### src/rtl/ex_stage_pipe_pkg.sv
// Shared ISA definitions for the execute stage: ALU command codes,
// shift types, NZCV flag indices and the multiplier FSM encoding.
package ex_stage_pipe_pkg;

  typedef enum logic [3:0] {
    CMD_MOV = 4'b0001,
    CMD_ADD = 4'b0010,
    CMD_ADC = 4'b0011,
    CMD_SUB = 4'b0100,
    CMD_SBC = 4'b0101,
    CMD_AND = 4'b0110,
    CMD_ORR = 4'b0111,
    CMD_EOR = 4'b1000,
    CMD_MVN = 4'b1001,
    CMD_MUL = 4'b1010
  } alu_cmd_t;

  localparam logic [1:0] SH_LSL = 2'b00;
  localparam logic [1:0] SH_LSR = 2'b01;
  localparam logic [1:0] SH_ASR = 2'b10;
  localparam logic [1:0] SH_ROR = 2'b11;

  localparam int FLAG_N = 3;
  localparam int FLAG_Z = 2;
  localparam int FLAG_C = 1;
  localparam int FLAG_V = 0;

  typedef enum logic [1:0] {
    ST_IDLE = 2'b00,
    ST_MUL  = 2'b01,
    ST_DONE = 2'b10
  } mul_state_t;

endpackage

### src/rtl/ex_stage_pipe_mul.sv
// ex_mul_iter: shift-add multiplier, one bit per cycle, low DATA_W bits.
// Ports: start/abort/consume controls, a/b operands, busy/done, product.
module ex_mul_iter
  import ex_stage_pipe_pkg::*;
#(
  parameter int DATA_W = 32
) (
  input  logic              clk,
  input  logic              rst,
  input  logic              start,
  input  logic              abort,
  input  logic              consume,
  input  logic [DATA_W-1:0] a,
  input  logic [DATA_W-1:0] b,
  output logic              busy,
  output logic              done,
  output logic [DATA_W-1:0] product
);

  localparam int CNT_W = $clog2(DATA_W + 1);

  mul_state_t        state, state_nx;
  logic [CNT_W-1:0]  count;
  logic [DATA_W-1:0] mcand, mplier, acc;

  always_comb begin
    state_nx = state;
    unique case (state)
      ST_IDLE: if (start && !abort) state_nx = ST_MUL;
      ST_MUL: begin
        if (abort)
          state_nx = ST_IDLE;
        else if (count == CNT_W'(DATA_W - 1))
          state_nx = ST_DONE;
      end
      ST_DONE: if (abort || consume) state_nx = ST_IDLE;
      default: state_nx = ST_IDLE;
    endcase
  end

  always_ff @(posedge clk or negedge rst) begin
    if (!rst) begin
      state  <= ST_IDLE;
      count  <= '0;
      mcand  <= '0;
      mplier <= '0;
      acc    <= '0;
    end else begin
      state <= state_nx;
      if (abort) begin
        count <= '0;
      end else if (state == ST_IDLE && start) begin
        mcand  <= a;
        mplier <= b;
        acc    <= '0;
        count  <= '0;
      end else if (state == ST_MUL) begin
        if (mplier[0]) acc <= acc + mcand;
        mcand  <= mcand << 1;
        mplier <= mplier >> 1;
        count  <= count + 1'b1;
      end
    end
  end

  assign busy    = (state == ST_MUL);
  assign done    = (state == ST_DONE);
  assign product = acc;

endmodule

### src/rtl/ex_stage_pipe.sv
// Execute stage: operand-2 shifter, ALU with NZCV, branch target,
// iterative MUL and the EX/MEM pipeline register (flush > stall > load).
module ex_stage_pipe
  import ex_stage_pipe_pkg::*;
#(
  parameter int DATA_W     = 32,
  parameter int ADDR_W     = 32,
  parameter int REG_ADDR_W = 4,
  parameter int IMM_W      = 24,
  parameter int SHIFT_W    = 12
) (
  input  logic                  clk,
  input  logic                  rst,
  input  logic                  in_valid,
  input  logic [ADDR_W-1:0]     pc_in,
  input  logic [3:0]            status_reg_in,
  input  logic [DATA_W-1:0]     rn_in,
  input  logic [DATA_W-1:0]     rm_in,
  input  logic [IMM_W-1:0]      signed_immediate_in,
  input  logic [SHIFT_W-1:0]    shift_operand_in,
  input  logic                  is_immediate_in,
  input  logic [3:0]            execute_command_in,
  input  logic                  s_in,
  input  logic                  mem_read_in,
  input  logic                  mem_write_in,
  input  logic                  wb_enable_in,
  input  logic [REG_ADDR_W-1:0] dest_reg_in,
  input  logic                  stall_in,
  input  logic                  flush_in,
  output logic                  ready_out,
  output logic                  out_valid,
  output logic                  mem_read_out,
  output logic                  mem_write_out,
  output logic                  wb_enable_out,
  output logic [REG_ADDR_W-1:0] dest_reg_out,
  output logic [DATA_W-1:0]     alu_result_out,
  output logic [DATA_W-1:0]     reg_file_out2_out,
  output logic [3:0]            status_bits,
  output logic                  status_we,
  output logic [ADDR_W-1:0]     branch_address
);

  localparam int MSB = DATA_W - 1;

  logic              is_mem, is_mul;
  logic              mul_busy, mul_done, mul_start;
  logic [DATA_W-1:0] mul_prod;
  logic [DATA_W-1:0] imm8, op2, b_eff, res;
  logic [31:0]       rot_amt, sh_amt;
  logic [DATA_W:0]   sum;
  logic              arith, known, c0;
  logic [3:0]        nzcv;
  logic [ADDR_W-1:0] imm_ext;

  assign is_mem = mem_read_in | mem_write_in;
  assign is_mul = (execute_command_in == CMD_MUL);

  // Shift amounts are taken modulo DATA_W (power of two assumed).
  assign imm8    = DATA_W'(shift_operand_in[7:0]);
  assign rot_amt = 32'({shift_operand_in[11:8], 1'b0}) % 32'(DATA_W);
  assign sh_amt  = 32'(shift_operand_in[11:7]) % 32'(DATA_W);

  always_comb begin
    op2 = '0;
    if (is_mem) begin
      op2 = DATA_W'(shift_operand_in);
    end else if (is_immediate_in) begin
      op2 = (imm8 >> rot_amt) | (imm8 << (32'(DATA_W) - rot_amt));
    end else begin
      unique case (shift_operand_in[6:5])
        SH_LSL: op2 = rm_in << sh_amt;
        SH_LSR: op2 = rm_in >> sh_amt;
        SH_ASR: op2 = $signed(rm_in) >>> sh_amt;
        SH_ROR: op2 = (rm_in >> sh_amt)
                    | (rm_in << (32'(DATA_W) - sh_amt));
        default: op2 = '0;
      endcase
    end
  end

  // Subtraction is rn + ~op2 + cin, so C reads as "no borrow".
  always_comb begin
    res   = '0;
    nzcv  = status_reg_in;
    arith = 1'b0;
    known = 1'b1;
    b_eff = op2;
    c0    = 1'b0;
    case (execute_command_in)
      CMD_MOV: res = op2;
      CMD_MVN: res = ~op2;
      CMD_ADD: arith = 1'b1;
      CMD_ADC: begin
        arith = 1'b1;
        c0    = status_reg_in[FLAG_C];
      end
      CMD_SUB: begin
        arith = 1'b1;
        b_eff = ~op2;
        c0    = 1'b1;
      end
      CMD_SBC: begin
        arith = 1'b1;
        b_eff = ~op2;
        c0    = status_reg_in[FLAG_C];
      end
      CMD_AND: res = rn_in & op2;
      CMD_ORR: res = rn_in | op2;
      CMD_EOR: res = rn_in ^ op2;
      CMD_MUL: res = mul_prod;
      default: known = 1'b0;
    endcase
    sum = {1'b0, rn_in} + {1'b0, b_eff}
        + {{DATA_W{1'b0}}, c0};
    if (arith) res = sum[MSB:0];
    if (known) begin
      nzcv[FLAG_N] = res[MSB];
      nzcv[FLAG_Z] = (res == '0);
    end
    if (arith) begin
      nzcv[FLAG_C] = sum[DATA_W];
      nzcv[FLAG_V] = (rn_in[MSB] == b_eff[MSB])
                   && (res[MSB] != rn_in[MSB]);
    end
  end

  assign status_bits = nzcv;

  assign imm_ext        = ADDR_W'($signed(signed_immediate_in));
  assign branch_address = pc_in + (imm_ext << 2);

  assign mul_start = in_valid & is_mul & ~mul_busy
                   & ~mul_done & ~flush_in;

  ex_mul_iter #(.DATA_W(DATA_W)) u_mul (
    .clk     (clk),
    .rst     (rst),
    .start   (mul_start),
    .abort   (flush_in),
    .consume (~stall_in & ~flush_in),
    .a       (rn_in),
    .b       (rm_in),
    .busy    (mul_busy),
    .done    (mul_done),
    .product (mul_prod)
  );

  assign ready_out = ~(in_valid & is_mul & ~mul_done);
  assign status_we = in_valid & s_in & ready_out
                   & ~stall_in & ~flush_in;

  always_ff @(posedge clk or negedge rst) begin
    if (!rst) begin
      out_valid         <= 1'b0;
      mem_read_out      <= 1'b0;
      mem_write_out     <= 1'b0;
      wb_enable_out     <= 1'b0;
      dest_reg_out      <= '0;
      alu_result_out    <= '0;
      reg_file_out2_out <= '0;
    end else if (flush_in) begin
      out_valid     <= 1'b0;
      mem_read_out  <= 1'b0;
      mem_write_out <= 1'b0;
      wb_enable_out <= 1'b0;
    end else if (!stall_in) begin
      if (ready_out) begin
        out_valid         <= in_valid;
        mem_read_out      <= in_valid & mem_read_in;
        mem_write_out     <= in_valid & mem_write_in;
        wb_enable_out     <= in_valid & wb_enable_in;
        dest_reg_out      <= dest_reg_in;
        alu_result_out    <= res;
        reg_file_out2_out <= rm_in;
      end else begin
        out_valid     <= 1'b0;
        mem_read_out  <= 1'b0;
        mem_write_out <= 1'b0;
        wb_enable_out <= 1'b0;
      end
    end
  end

endmodule

### config.mk
export PLATFORM = sky130hd
export DESIGN_NAME = ex_stage_pipe
export DESIGN_NICKNAME = d
export VERILOG_FILES = /design/src/rtl/ex_stage_pipe_pkg.sv /design/src/rtl/ex_stage_pipe_mul.sv /design/src/rtl/ex_stage_pipe.sv
export SDC_FILE = /design/constraint.sdc
export NUM_CORES = 1
export LEC_CHECK = 0
export ABC_AREA = 0
export BUFFER_PORTS_ARGS = -buffer_cell sky130_fd_sc_hd__buf_2
export CAP_MARGIN = 20
export CORE_ASPECT_RATIO = 0.8
export CORE_MARGIN = 2
export CORE_UTILIZATION = 55
export DETAILED_ROUTE_END_ITERATION = 6
export GPL_TIMING_DRIVEN = 1
export PLACE_DENSITY = 0.74
export SLEW_MARGIN = 20
export SYNTH_ARGS = -nofsm -noshare
export SYNTH_HDL_FRONTEND = slang
export SYNTH_SLANG_ARGS = --single-unit
### constraint.sdc
create_clock -name clk -period 22.6 [get_ports clk]
set_clock_uncertainty 0.1 [all_clocks]
set_input_delay 4.52 -clock clk [delete_from_list [all_inputs] [get_ports clk]]
set_output_delay 4.52 -clock clk [all_outputs]
set_load 0.02 [all_outputs]
## Yosys cells after proc, flatten, opt, wreduce, memory -nomap -nowiden

Index checks and enable logic that the tools add are counted.

- Flip-flop bits (word level): 176
- Input bits: 154
- Output and inout bits: 110
- Logic and storage cells: 129

- Add/subtract/negate cells: 7
- Eq/ne operators: 22
- Shifts and indexed selects: 6
- Multiplexer cells: 38
- Bitwise operators: 25
- Reduce and logical (&&, ||, !) cells: 19

Operator list:

| kind | count |
|---|---|
| $mux W32 | 11 |
| $pmux W32 S6 | 1 |
| $pmux W32 S4 | 1 |
| $or A32 B32 Y32 | 3 |
| $add A32 B32 Y32 | 2 |
| $add A32 B32 Y33 | 1 |
| $add A33 B1 Y33 | 1 |
| $and A32 B32 Y32 | 1 |
| $logic_not A32 Y1 | 1 |
| $not A32 Y32 | 1 |
| $shl A32 B32 Y32 | 1 |
| $shl A32 B5 Y32 | 1 |
| $shl A8 B32 Y32 | 1 |
| $shr A32 B5 Y32 | 1 |
| $shr A8 B5 Y32 | 1 |
| $sshr A32 B5 Y32 | 1 |
| $xor A32 B32 Y32 | 1 |
| $mux W6 | 3 |
| $eq A4 B3 Y1 const B | 4 |
| $mux W1 | 14 |
| $sub A6 B5 Y7 const A | 2 |
| $and A1 B1 Y1 | 13 |
| $eq A4 B4 Y1 const B | 3 |
| $mux W2 | 6 |
| other kinds (25) | 42 |

## Depth between registers and ports, before layout

- Word-level depth: 14
- Gate-level depth with buffers: 31
- Depth with buffers taken out: 24

## By module

From an unflattened synthesis, not the netlist that was laid out.

- Cells, all modules: 2773
- Area, all modules: 23462.5 um^2

Modules (own cells, without submodules):

| module | instances | cells each | area an instance (um^2) | sequential area each (um^2) |
|---|---|---|---|---|
| ex_stage_pipe | 1 | 2167 | 17513.0 | 1801.7 |
| ex_mul_iter | 1 | 606 | 5949.5 | 2602.5 |

## Least setup slack after synthesis

No wires, ideal clock.

- Path kind: input to output
- Start point: input shift_operand_in[9]
- End point: output status_bits[2]
- Arrival time: 10853 ps
- Required time: 17980 ps
- Path slack: 7127 ps
- Stages: 26
- Path through: buf_4 -> inv_2 -> buf_2 -> clkbuf_1 -> ha_1 -> clkbuf_1 -> nand2b_1 -> o21ai_0 -> nand2_1 -> o311ai_0 -> nand4b_1 -> nand3_1 -> xor2_1 -> fa_1 -> fa_1 -> a211o_1 -> a2111oi_2 -> o211ai_1 -> a21oi_1 -> or3_1 -> a21oi_1 -> nor4bb_1 -> nand4_1 -> nor4_2 -> nand4_1 -> o31ai_1

- Cells in the longest elaborated chain, start to end: 13
- Elaborated cells between the ends (all ways): 24

RTL lines:

| what | RTL line | source |
|---|---|---|
| start, declared | ex_stage_pipe.sv:20 | `input logic [SHIFT_W-1:0] shift_operand_in,` |
| $sub A6 B5 Y7 | ex_stage_pipe.sv:75 | `\| (rm_in << (32'(DATA_W) - sh_amt));` |
| $shl A32 B32 Y32 | ex_stage_pipe.sv:75 |  |
| $or A32 B32 Y32 | ex_stage_pipe.sv:75 |  |
| $pmux W32 S4 | ex_stage_pipe.sv:70 | `unique case (shift_operand_in[6:5])` |
| $mux W32 | ex_stage_pipe.sv:67 | `end else if (is_immediate_in) begin` |
| $mux W32 * | ex_stage_pipe.sv:65 | `if (is_mem) begin` |
| $not A32 Y32 | ex_stage_pipe.sv:91, ex_stage_pipe.sv:99, ex_stage_pipe.sv:104 |  |
| $mux W32 | - |  |
| $add A32 B32 Y33 | ex_stage_pipe.sv:113 | `sum = {1'b0, rn_in} + {1'b0, b_eff}` |
| $add A33 B1 Y33 | ex_stage_pipe.sv:114 | `+ {{DATA_W{1'b0}}, c0};` |
| $mux W32 * | ex_stage_pipe.sv:115 | `if (arith) res = sum[MSB:0];` |
| $logic_not A32 Y1 * | ex_stage_pipe.sv:118 | `nzcv[FLAG_Z] = (res == '0);` |
| $mux W2 * | ex_stage_pipe.sv:116 | `if (known) begin` |
| end, declared | ex_stage_pipe.sv:38 | `output logic [3:0] status_bits,` |

Every way passes the cells marked *; elsewhere a longest branch is shown, timed or not.

## Final worst setup path

- Start point: input shift_operand_in[8]
- End point: output status_bits[2]

Same word-level chain as after synthesis.

==> impl_metrics.ini <==
[cells_and_area]
layoutNonFillerInstCount = 3420
multi_input_area_sq_um = 16900
fillers = 3459
finalNetCount = 3177
final_common_cell = nor2_1
mostFrequentLayoutCells = 299 x nor2_1, 255 x buf_2, 188 x nand2_1
area_delta_synth_final_pct = 8.71
final_util_pct = 60.8
layout-drive-gt1-share_pct = 19.9
seqCellArea_sq_um = 4400

[clocking]
numCtsBuffers = 17
cts_setup_buffers = 0
htree_levels = 4
cts_sinks = 176
cts.reportedPaths.clkPinSlew_ps = 70
cts-hold-fix-buffers = 0
clock-root-buffer = clkbuf_16
cts_resized = 0
clock_latency_ps = 480
cts_tree = done
cts_buffer_depth = 2

[synthesis]
synthFlopType = dfrtp_1
ys_warn_count = 0
netlist_area_sq_um = 22800
avgSynthCellArea_sq_um = 8.26
synth_top_family_by_area = compound AO/OA/AOI/OAI gates
syn-num-nets = 3073
synthAdderAreaFrac_pct = 9.09
synth_edf_count = 0
muxShareOfSynthArea_pct = 18.0
synthArstFlopShare_pct = 100
ys_seq_elements = 176
synth-compound-area-share_pct = 25.4
synth_cell_types = 112
ys_seq_area_share_pct = 19.3
syn_inst = 2756
synth_xor_area_share_pct = 4.80
synthSimpleGateAreaFrac_pct = 16.5

[die]
die_w_um = 231
rows = 66
dieArea_sq_um = 43100
start_util_pct = 55.9
die_h_um = 186
io-pin-count = 264
coreArea_sq_um = 40700

[routing]
ant_nets = 0
wirelength_um = 106000
drcViolationCount = 4
vias_per_cell = 7.42
dr.pass1.iters = 7
wl_per_cell_um = 31.0
vias = 25367
drtIter0Drc = 4003

[global_route]
grt_max_degree = 111
antenna_found_initial = 4
overflow = 0
grt_pass1_vias = 23508
grt_usage_pct = 48.4
grt_pass1_wl_um = 154000

[status]
violations = design-rule violations
run_status = finished, violations left

[sta]
fin_crit_ps = 17730
period_share_pct = 78.4
setup_tns_ps = 0
setup_viol_count_final = 0
finalHoldViolCount = 0
slew_headroom_pct = 19.1
fmax_mhz = 56.4
max_slew.worst_pin.slew_ps = 1200
rsz0062_at_grt = false
finalWorstSetupSlack_ps = 4870
drv_slew = 0

[critical_path]
crit_slowest_cell = a2111oi_0
max_stage_delay_ps = 830
endpoint_kind = output port
cp.buffers_inverters = 3
regToRegSetupSlack_ps = 18090
crit_fanout = 63
cpMostUsedCell = nand3_1
cp-start-kind = input port
crit_cells = 23
crit_required_ps = 17980
critPathKind = in2out
worstPathArrival_ps = 13110
worstPathCellList = buf_4, inv_1, ha_1, nor2b_1, mux2i_1, nand3_1, o21ai_0, nand3_1, nand3_1, xor2_1, fa_1, fa_1, a211o_1, a2111oi_2, o211ai_1, a21oi_1, o31ai_1, a31oi_1, xnor2_1, a2111oi_0, nand4_1, o31ai_1, buf_2
r2r_cells = 12
crit_family = compound AO/OA/AOI/OAI gates

[power_and_ir_drop]
leakage_nw = 10.9
p_int_uw = 852
clkPwrFrac_pct = 19.9
p_sw_uw = 752
combPwrFrac_pct = 51.6
pwr-share-seq_pct = 28.4
finalPower_mw = 1.60
power_density_nw_per_um2 = 64.8
switching_share_pct = 46.9
vdd_drop_max_mv = 0.0745

[place]
dp_slack_ps = 5390
finalWeightedCongestion = 1.13
io_buffers = 259
dp.cells = 3385
dpl.hpwl_um = 78100

[hold_path]
min_path_type = reg2reg
min_path_cells = 1

[run]
cap_viol_max_count = 0
## cell type report
cell class                      instances  area share, %
Inverter                              123           1.87
Antenna cell                            3         0.0303
Clock inverter                         15          0.829
Timing Repair Buffer                  312           6.92
Sequential cell                       176           17.8
Clock buffer                           17           1.72
Tap cell                              544           2.75
Multi-Input combinational cell       2230           68.1
## cells by family (layout without fill, tap and decap cells)
| logic type | after synthesis | in the layout |
|---|---|---|
| flops | 176 | 176 |
| simple gates | 803 | 803 |
| other cells | 0 | 3 |
| fa+ha+maj | 163 | 163 |
| mux | 292 | 292 |
| xor+xnor | 123 | 123 |
| buf+inv | 350 | 467 |
| compound gates | 849 | 849 |
## power by group through the flow
| stage | combinational, mW | clock [mW] | sequential, mW |
|---|---|---|---|
| 2_1_floorplan | 0.523 | 0 | 0.460 |
| 3_3_place_gp | 0.760 | 0 | 0.451 |
| 3_5_place_dp | 0.787 | 0 | 0.456 |
| 4_1_cts | 0.794 | 0.320 | 0.451 |
| 5_1_grt | 0.879 | 0.331 | 0.461 |
| 6_report | 0.828 | 0.320 | 0.456 |
## cell usage after synthesis (77+ instances only)
master / n / area [sq um]
mux2_2: 79 / 890
mux4_2: 84 / 1890
o21ai_0: 170 / 851
inv_1: 122 / 458
dfrtp_1: 176 / 4400
ha_1: 159 / 1990
clkbuf_1: 144 / 541
a21oi_1: 167 / 836
o22ai_1: 77 / 482
nand2_1: 190 / 713
nor2_1: 301 / 1130
mux2i_1: 123 / 1230
nand3_1: 85 / 425
xnor2_1: 78 / 683
## per-stage QoR
step	area [sq um]	hold WS, ps
final	24800	401
after global routing	24700	422
after CTS	24700	406
after detailed placement	24100	389
after global placement	24100	372
after floorplan	22800	348
## registers in the layout (all words and copies together), names as in the netlist
register and flops:
dest_reg_out 4, u_mul.state 2, out_valid 1, mem_write_out 1
u_mul.count 6, mem_read_out 1, wb_enable_out 1, u_mul.mplier 32
alu_result_out 32, u_mul.mcand 32, u_mul.product 32, reg_file_out2_out 32
## path summary, 6_finish.rpt
path / from / to
worst max-delay path: shift_operand_in[8] / status_bits[2]
worst min-delay path: u_mul.count[5] / u_mul.count[5]
worst max register to register: u_mul.product[14] / u_mul.product[31]
worst min register to register: u_mul.count[5] / u_mul.count[5]
max in group asynchronous: rst / alu_result_out[28]
min in group asynchronous: rst / reg_file_out2_out[18]
## metal layers
metal / vias to the layer above / part of all wire, % / track usage [%]
li1: 10499 / - / -
met1: 12202 / 38 / 64.7
met2: 2233 / 40 / 68.0
met3: 431 / 17 / 19.2
met4: 2 / 5.5 / 22.9
met5: - / 0.012 / 0
Power figures use the tool's default switching activity.
